$ cat config.mk
export PLATFORM = sky130hd
export DESIGN_NAME = switch_allocator_flat
export DESIGN_NICKNAME = d
export VERILOG_FILES = /design/src/rtl/switch_allocator_if.sv /design/src/rtl/switch_allocator.sv /design/src/flat_wrapper.sv
export SDC_FILE = /design/constraint.sdc
export NUM_CORES = 1
export LEC_CHECK = 0
export ABC_AREA = 1
export BUFFER_PORTS_ARGS = -buffer_cell sky130_fd_sc_hd__buf_2
export CORE_MARGIN = 10
export CORE_UTILIZATION = 47
export CTS_BUF_LIST = sky130_fd_sc_hd__clkbuf_16
export CTS_CLUSTER_DIAMETER = 80
export DETAILED_ROUTE_END_ITERATION = 8
export PLACE_DENSITY = 0.78
export SYNTH_ARGS = -nofsm -noshare
export SYNTH_HDL_FRONTEND = slang
export SYNTH_SLANG_ARGS = --single-unit
$ cat constraint.sdc
create_clock -name clk -period 3.7 [get_ports clk]
set_input_delay 0.37 -clock clk [delete_from_list [all_inputs] [get_ports clk]]
set_output_delay 0.37 -clock clk [all_outputs]
set_load 0.03 [all_outputs]
$ cat src/rtl/switch_allocator_if.sv
// Request/grant bundle between route computation, the switch allocator and the crossbar.
// master drives requests and tail-flit completions; slave (the allocator) returns bindings.
interface switch_allocator_if #(
    parameter int NUM_BUFFERS  = 5,
    parameter int NUM_OUTPORTS = 5
);
    localparam int SELECT_SIZE  = $clog2(NUM_OUTPORTS) + (NUM_OUTPORTS == 1);
    localparam int BUF_SEL_SIZE = $clog2(NUM_BUFFERS) + (NUM_BUFFERS == 1);

    logic [NUM_BUFFERS-1:0]                    allocate;
    logic [NUM_BUFFERS-1:0][SELECT_SIZE-1:0]   out_sel;
    logic [NUM_BUFFERS-1:0]                    pkt_done;
    logic [NUM_BUFFERS-1:0]                    granted;
    logic [NUM_BUFFERS-1:0]                    grant_pulse;
    logic [NUM_BUFFERS-1:0][SELECT_SIZE-1:0]   buffer_dst;
    logic [NUM_OUTPORTS-1:0]                   outport_busy;
    logic [NUM_OUTPORTS-1:0][BUF_SEL_SIZE-1:0] outport_src;

    modport master (
        output allocate, out_sel, pkt_done,
        input  granted, grant_pulse, buffer_dst, outport_busy, outport_src
    );

    modport slave (
        input  allocate, out_sel, pkt_done,
        output granted, grant_pulse, buffer_dst, outport_busy, outport_src
    );
endinterface

$ cat src/rtl/switch_allocator.sv
// Per-outport round-robin switch allocator with wormhole hold until the bound buffer's tail leaves.
// Latency: request at t -> grant visible at t+1; release at t -> outport re-arbitrates at t+1.
// Backpressure: a losing or blocked request simply waits; allocate is ignored while the buffer is granted.
module switch_allocator #(
    parameter int NUM_BUFFERS  = 5,
    parameter int NUM_OUTPORTS = 5
) (
    input  logic                 clk,
    input  logic                 rst,
    switch_allocator_if.slave    bus
);
    localparam int SELECT_SIZE  = $clog2(NUM_OUTPORTS) + (NUM_OUTPORTS == 1);
    localparam int BUF_SEL_SIZE = $clog2(NUM_BUFFERS) + (NUM_BUFFERS == 1);

    typedef enum logic {
        ST_IDLE = 1'b0,
        ST_BUSY = 1'b1
    } port_state_t;

    port_state_t [NUM_OUTPORTS-1:0]                   state_q;
    logic        [NUM_OUTPORTS-1:0][BUF_SEL_SIZE-1:0] ptr_q;
    logic        [NUM_OUTPORTS-1:0][BUF_SEL_SIZE-1:0] src_q;
    logic        [NUM_BUFFERS-1:0]                    granted_q;
    logic        [NUM_BUFFERS-1:0]                    pulse_q;
    logic        [NUM_BUFFERS-1:0][SELECT_SIZE-1:0]   dst_q;

    logic [NUM_OUTPORTS-1:0][NUM_BUFFERS-1:0]  elig;
    logic [NUM_OUTPORTS-1:0]                   win_vld;
    logic [NUM_OUTPORTS-1:0][BUF_SEL_SIZE-1:0] win_idx;

    // Out-of-range out_sel never matches any o below NUM_OUTPORTS, so it drops out here.
    always_comb begin
        elig = '0;
        for (int o = 0; o < NUM_OUTPORTS; o++) begin
            for (int b = 0; b < NUM_BUFFERS; b++) begin
                elig[o][b] = bus.allocate[b] && !granted_q[b] &&
                             (bus.out_sel[b] == SELECT_SIZE'(o));
            end
        end
    end

    always_comb begin
        int idx;
        idx     = 0;
        win_vld = '0;
        win_idx = '0;
        for (int o = 0; o < NUM_OUTPORTS; o++) begin
            if (state_q[o] == ST_IDLE) begin
                for (int k = 0; k < NUM_BUFFERS; k++) begin
                    idx = int'(ptr_q[o]) + k;
                    if (idx >= NUM_BUFFERS) begin
                        idx = idx - NUM_BUFFERS;
                    end
                    if (!win_vld[o] && elig[o][idx]) begin
                        win_vld[o] = 1'b1;
                        win_idx[o] = BUF_SEL_SIZE'(idx);
                    end
                end
            end
        end
    end

    always_ff @(posedge clk or posedge rst) begin
        if (rst) begin
            state_q   <= {NUM_OUTPORTS{ST_IDLE}};
            ptr_q     <= '0;
            src_q     <= '0;
            granted_q <= '0;
            pulse_q   <= '0;
            dst_q     <= '0;
        end else begin
            pulse_q <= '0;
            // pkt_done only matters for a buffer that actually holds an outport.
            for (int b = 0; b < NUM_BUFFERS; b++) begin
                if (granted_q[b] && bus.pkt_done[b]) begin
                    granted_q[b] <= 1'b0;
                end
            end
            for (int o = 0; o < NUM_OUTPORTS; o++) begin
                case (state_q[o])
                    ST_IDLE: begin
                        if (win_vld[o]) begin
                            state_q[o]            <= ST_BUSY;
                            src_q[o]              <= win_idx[o];
                            ptr_q[o]              <= (int'(win_idx[o]) == NUM_BUFFERS - 1) ?
                                                     '0 : win_idx[o] + 1'b1;
                            granted_q[win_idx[o]] <= 1'b1;
                            pulse_q[win_idx[o]]   <= 1'b1;
                            dst_q[win_idx[o]]     <= SELECT_SIZE'(o);
                        end
                    end
                    ST_BUSY: begin
                        if (bus.pkt_done[src_q[o]]) begin
                            state_q[o] <= ST_IDLE;
                        end
                    end
                    default: state_q[o] <= ST_IDLE;
                endcase
            end
        end
    end

    always_comb begin
        bus.outport_busy = '0;
        for (int o = 0; o < NUM_OUTPORTS; o++) begin
            bus.outport_busy[o] = (state_q[o] == ST_BUSY);
        end
    end

    assign bus.granted     = granted_q;
    assign bus.grant_pulse = pulse_q;
    assign bus.buffer_dst  = dst_q;
    assign bus.outport_src = src_q;
endmodule
$ cat src/flat_wrapper.sv
// flat-port wrapper written by rule: the top's interface ports become plain ports
module switch_allocator_flat 
#(
    parameter int NUM_BUFFERS  = 5,
    parameter int NUM_OUTPORTS = 5
)
  (clk, rst, bus_allocate, bus_out_sel, bus_pkt_done, bus_granted, bus_grant_pulse, bus_buffer_dst, bus_outport_busy, bus_outport_src);
  switch_allocator_if #(.NUM_BUFFERS(NUM_BUFFERS), .NUM_OUTPORTS(NUM_OUTPORTS)) bus_i ();
  input  logic clk;
  input  logic rst;
  input wire logic [$bits(bus_i.allocate)-1:0] bus_allocate;
  input wire logic [$bits(bus_i.out_sel)-1:0] bus_out_sel;
  input wire logic [$bits(bus_i.pkt_done)-1:0] bus_pkt_done;
  output wire logic [$bits(bus_i.granted)-1:0] bus_granted;
  output wire logic [$bits(bus_i.grant_pulse)-1:0] bus_grant_pulse;
  output wire logic [$bits(bus_i.buffer_dst)-1:0] bus_buffer_dst;
  output wire logic [$bits(bus_i.outport_busy)-1:0] bus_outport_busy;
  output wire logic [$bits(bus_i.outport_src)-1:0] bus_outport_src;
  assign bus_i.allocate = bus_allocate;
  assign bus_i.out_sel = bus_out_sel;
  assign bus_i.pkt_done = bus_pkt_done;
  assign bus_granted = bus_i.granted;
  assign bus_grant_pulse = bus_i.grant_pulse;
  assign bus_buffer_dst = bus_i.buffer_dst;
  assign bus_outport_busy = bus_i.outport_busy;
  assign bus_outport_src = bus_i.outport_src;
  switch_allocator #(.NUM_BUFFERS(NUM_BUFFERS), .NUM_OUTPORTS(NUM_OUTPORTS)) u_core (.clk(clk), .rst(rst), .bus(bus_i));
endmodule
## Word-level counts from Yosys, hierarchy flattened

Index checks and enable logic that the tools add are counted.

| operators by class | value |
|---|---|
| bitwise logic cells | 28 |
| order comparisons | 65 |
| muxes and demuxes | 290 |
| add/sub/neg operators | 50 |
| eq/ne operators | 25 |
| reduce and logical (&&, ||, !) cells | 95 |

Operator list:

| operator | number |
|---|---|
| 32-bit two-way mux | 50 |
| 32-bit by 5-bit < comparator with 1-bit output (second input constant) | 25 |
| 32-bit by 4-bit >= comparator with 1-bit output (second input constant) | 20 |
| 32-bit by 4-bit subtractor with 32-bit output (second input constant) | 20 |
| 15-bit two-way mux | 10 |
| 1-bit two-way mux | 125 |
| 3-bit two-way mux | 40 |
| 5-bit two-way mux | 20 |
| 1-bit binary-select mux with 3-bit select | 30 |
| 1-bit logical AND | 60 |
| 5-bit OR | 12 |
| 3-bit demux with 3-bit select | 5 |
| 3-bit by 2-bit adder with 4-bit output (second input constant) | 10 |
| 3-bit by 4-bit < comparator with 1-bit output (second input constant) | 10 |
| 10-bit AND | 3 |
| 3-bit by 2-bit == test with 1-bit output (second input constant) | 10 |
| 3-bit == test (second input constant) | 10 |
| 10-bit NOT | 3 |
| 1-bit logical NOT | 25 |
| 3-bit by 1-bit adder with 4-bit output (second input constant) | 5 |
| 3-bit by 3-bit adder with 4-bit output (second input constant) | 5 |
| 3-bit by 3-bit subtractor with 4-bit output (second input constant) | 5 |
| 3-bit by 1-bit adder with 3-bit output (second input constant) | 5 |
| 15-bit AND | 1 |
| other kinds (12) | 44 |

| word-level totals | value |
|---|---|
| flip-flop bits (word level) | 60 |
| bits of input ports | 27 |
| word-level logic and storage cells | 575 |

## Logic depth before layout (Yosys ltp)

| logic depth | value |
|---|---|
| word-level depth | 44 |
| gate-level depth with buffers | 27 |

## Least setup slack after synthesis

OpenSTA, ideal clock, no wires.

| timing | value |
|---|---|
| path type | register to register |
| start | reg u_core.ptr_q[9] (netlist bit) |
| end | reg u_core.ptr_q[11] (netlist bit) |
| buffers on the path | 1 |
| setup time | 0.119 ns |
| cell stages (with the launch flop) | 25 |
| data arrival time | 3.094 ns |
| clock period less this slack | 3.213 ns |
| path slack | 0.487 ns |
| cells stage by stage | dfrtp_1 buf_6 inv_1 ha_1 inv_1 fa_1 nor2_1 nor2_1 o21ai_0 inv_1 o211ai_1 nand2_1 nand2_1 nand2_2 nor2_2 nand4_1 nand2_1 inv_1 nand2_2 inv_1 ha_1 nand2_1 nand2_1 o22ai_1 inv_1 |

RTL lines:

| item | line | text |
|---|---|---|
| start: declaration | switch_allocator.sv:21 | `logic [NUM_OUTPORTS-1:0][BUF_SEL_SIZE-1:0] ptr_q;` |
| start signal: indexed assignment | switch_allocator.sv:85 | `ptr_q[o] <= (int'(win_idx[o]) == NUM_BUFFERS - 1) ?` |

## Worst setup path after layout

| timing | value |
|---|---|
| start | reg u_core.ptr_q[6] (netlist bit) |
| end | reg u_core.ptr_q[8] (netlist bit) |

| on the way | value |
|---|---|
| word-level cells in the longest chain between the ends | 26 |
| elaborated cells on any way between the ends | 67 |
| classes of those cells | add/sub (10); order compare (5); eq/ne (1); mux (42); reduce/logical (9) |

RTL lines:

| item |
|---|
| branches (longest 26 deep; another with 32-bit by 4-bit subtractor with 32-bit output) |

Parallel ways; which one is timed is not known. The select of a mux whose other input is x is not followed.
A chain may end at the register's enable or synchronous reset.

==> metrics <==
outcome=complete, no violations; Clk Tree Root Cell=clkbuf_16; Least-Margin Pin Slew=0.828 ns; Worst Hold Class=input port to asynchronous set/reset pin; CP arrival=3.66 ns; Tmin final=3.39 ns; Total Routing Usage GR=20.2%; CTS clock-pin slew for the worst setup and hold paths=0.06 ns; worst-skew pair later-pin latency=0.33 ns; Hold Vio Cnt, Final=0; Highest Clock Rate=0.295 GHz; Non-Filler Instances=1562; final setup vio count=0; met2 usage=32.3%; clk_skew=0.00993 ns; main combinational cell family by area after synthesis=simple AND/OR/NAND/NOR gates; CP Launch Type=flip-flop; IO Port Bufs=71; Max clock buf depth=2; Die Height=148 um; post-synthesis sequential area ratio=19.5%; Die X=148 um; final worst slack=0.308 ns; synthesis-stage register bit count=60; # rows=46; Synth Area in Simple Gates=43.9%; clk sink count=60; drt drc=0; synth warn=0; Filler Cell Count=1578; met1 usage=26.9%; TritonCTS Buffers=9; post-synthesis compound-gate area fraction=13.1%; pre-CTS setup slack=0.302 ns; Slew Limit Fails=0; crit path kind=flip-flop to flip-flop; post-synth top area cell=dfrtp_1; initial antenna violation count=0; htree depth=3; slew margin rel.=44.7%; Synth Flop Type=dfrtp_1; most frequent cell after synthesis=nand2_1; pin count of the biggest net entering global routing=38; Core ar.=15900 um^2; Critical Path Sink Type=flip-flop; TritonRoute pass-1 iters=5; Area contributors post-synth=dfrtp_1, nand2_1, nand3_1; Routed Antenna Nets=0; TritonCTS clock tree=built; post-synth top area share=19.5%; Syn-to-layout area delta=13.4%; DIE AREA=21900 um^2; hpwl dp=18400 um; Design Area, Final=8730 um^2; Cells after DPL=1539; share of layout cells above drive strength 1=17.5%; Post-Syn Area per Cell=6.18 um^2; Min Hold Slack=0.199 ns; Synth cell types=42; IO Count=72; xor and xnor area share after synthesis=2.34%; CTS Hold Bufs=0; max cap viols=0; Post-Syn Nets=1331; mux share of post-synthesis cell area=0.130%; met3 Use GR=4.46%; Synth Cell Area=7700 um^2; gr busiest metal=met2; nets=1426; Worst EP required=3.97 ns; area post-placement=8360 um^2; Post-synth EDFFs=0; diode count=0; vias=8306; Crit Path Max Fanout=7; GP Congestion=0.967; Synth top cells by count=nand2_1, inv_1, nand3_1; starting density of the core=48.3%; drt total wl=22500 um; GR Overflow Total=0; first-pass GRT wire length=37100 um; Period Utilization, post-route=91.7%; DR iter-0 viols=743; Syn Inst Count=1246; vias in the first global route=7574; DR WL/cell=14.4 um; asr flop ratio synth=100%; Synth Area in Adders=9.91%; vias per cell=5.32
==> state kept, by name (all words and copies together) (netlist names) <==
register                 count
u_core.bus.buffer_dst       15
u_core.bus.grant_pulse       5
u_core.bus.granted           5
u_core.bus.outport_busy      5
u_core.bus.outport_src      15
u_core.ptr_q                15
==> kinds of logic (layout without fill, tap and decap cells) <==
family          count (synthesis)  count (layout)
simple gates                  717             717
buf+inv                       221             321
compound gates                171             171
flops                          60              60
fa+ha+maj                      58              58
xor+xnor                       18              18
mux                             1               1
==> worst max-delay path, stage by stage (launching register included) <==
cell	delay, ns
dfrtp_1	0.38
inv_2	0.16
ha_1	0.17
inv_1	0.04
fa_1	0.38
inv_1	0.09
nand2_2	0.10
o21ai_1	0.26
nand3b_1	0.15
nand2_1	0.05
nand2_1	0.05
nand2_1	0.11
nor3_4	0.29
buf_4	0.18
nand3_1	0.06
nand3_1	0.17
nand2_4	0.10
ha_1	0.20
o31ai_1	0.22
o21ai_0	0.11
inv_1	0.06
==> layout by cell type, fill, tap and decap left out, drive strengths merged, types with 3 or more instances in the layout <==
cell type and count:
a21oi 50, buf 89, clkbuf 9, clkinv 3, clkinvlp 3, dfrtp 60, fa 5, ha 53
inv 216, nand2 414, nand3 161, nand3b 14, nand4 42, nor2 81, nor3 3, o211ai 11
o21a 4, o21ai 88, o22ai 5, o311ai 3, o31ai 6, xnor2 4, xor2 14
==> worst paths after layout <==
path / startpoint / to / slack [ns] / cells past startpoint
worst min-delay path: rst / u_core.bus.granted[0]$_DFF_PP0_ / 0.20 / 2
worst max-delay path: u_core.ptr_q[6]$_DFFE_PP0P_ / u_core.ptr_q[8]$_DFFE_PP0P_ / 0.31 / 20
worst max register to register: u_core.ptr_q[6]$_DFFE_PP0P_ / u_core.ptr_q[8]$_DFFE_PP0P_ / 0.31 / 20
min in group clk: bus_pkt_done[2] / u_core.bus.granted[2]$_DFF_PP0_ / 0.39 / 2
worst min register to register: u_core.bus.buffer_dst[5]$_DFF_PP0_ / u_core.bus.buffer_dst[5]$_DFF_PP0_ / 0.52 / 2
max in group asynchronous: rst / u_core.ptr_q[13]$_DFFE_PP0P_ / 2.68 / 3
==> per-stage QoR <==
step / TNS, ns / utilization [%]
6_report: 0 / 54.8
4_1_cts: 0 / 54.4
2_1_floorplan: 0 / -
5_1_grt: -0.0182 / 54.8
3_3_place_gp: 0 / 52.5
3_5_place_dp: 0 / 52.5
==> timing repair <==
item / 4_1_cts / 5_1_grt
endpoints found under the hold margin: 0 / 0
gates resized for setup: 0 / 6
buffers inserted: 0 / 7
setup endpoints to repair: 0 / 18
==> layout make-up <==
cell class / instances / area, um^2 / share of cell area (%)
multi-input combinational: 965 / 5350 / 61.3
sequential: 60 / 1500 / 17.2
inverter: 216 / 817 / 9.36
timing repair buffer: 89 / 490 / 5.62
tap: 216 / 270 / 3.09
clock buffer: 9 / 225 / 2.58
clock inverter: 7 / 76.3 / 0.874
==> layer usage <==
metal | up-vias | wire length [um]
li1 | 4245 | -
met3 | 30 | 1580
met2 | 285 | 9940
met5 | - | 0
met1 | 3746 | 10500
met4 | 0 | 467
Power is left out: the tool's default activity adds up to more than one toggle a clock period on the data nets, which glitch-free logic cannot reach.
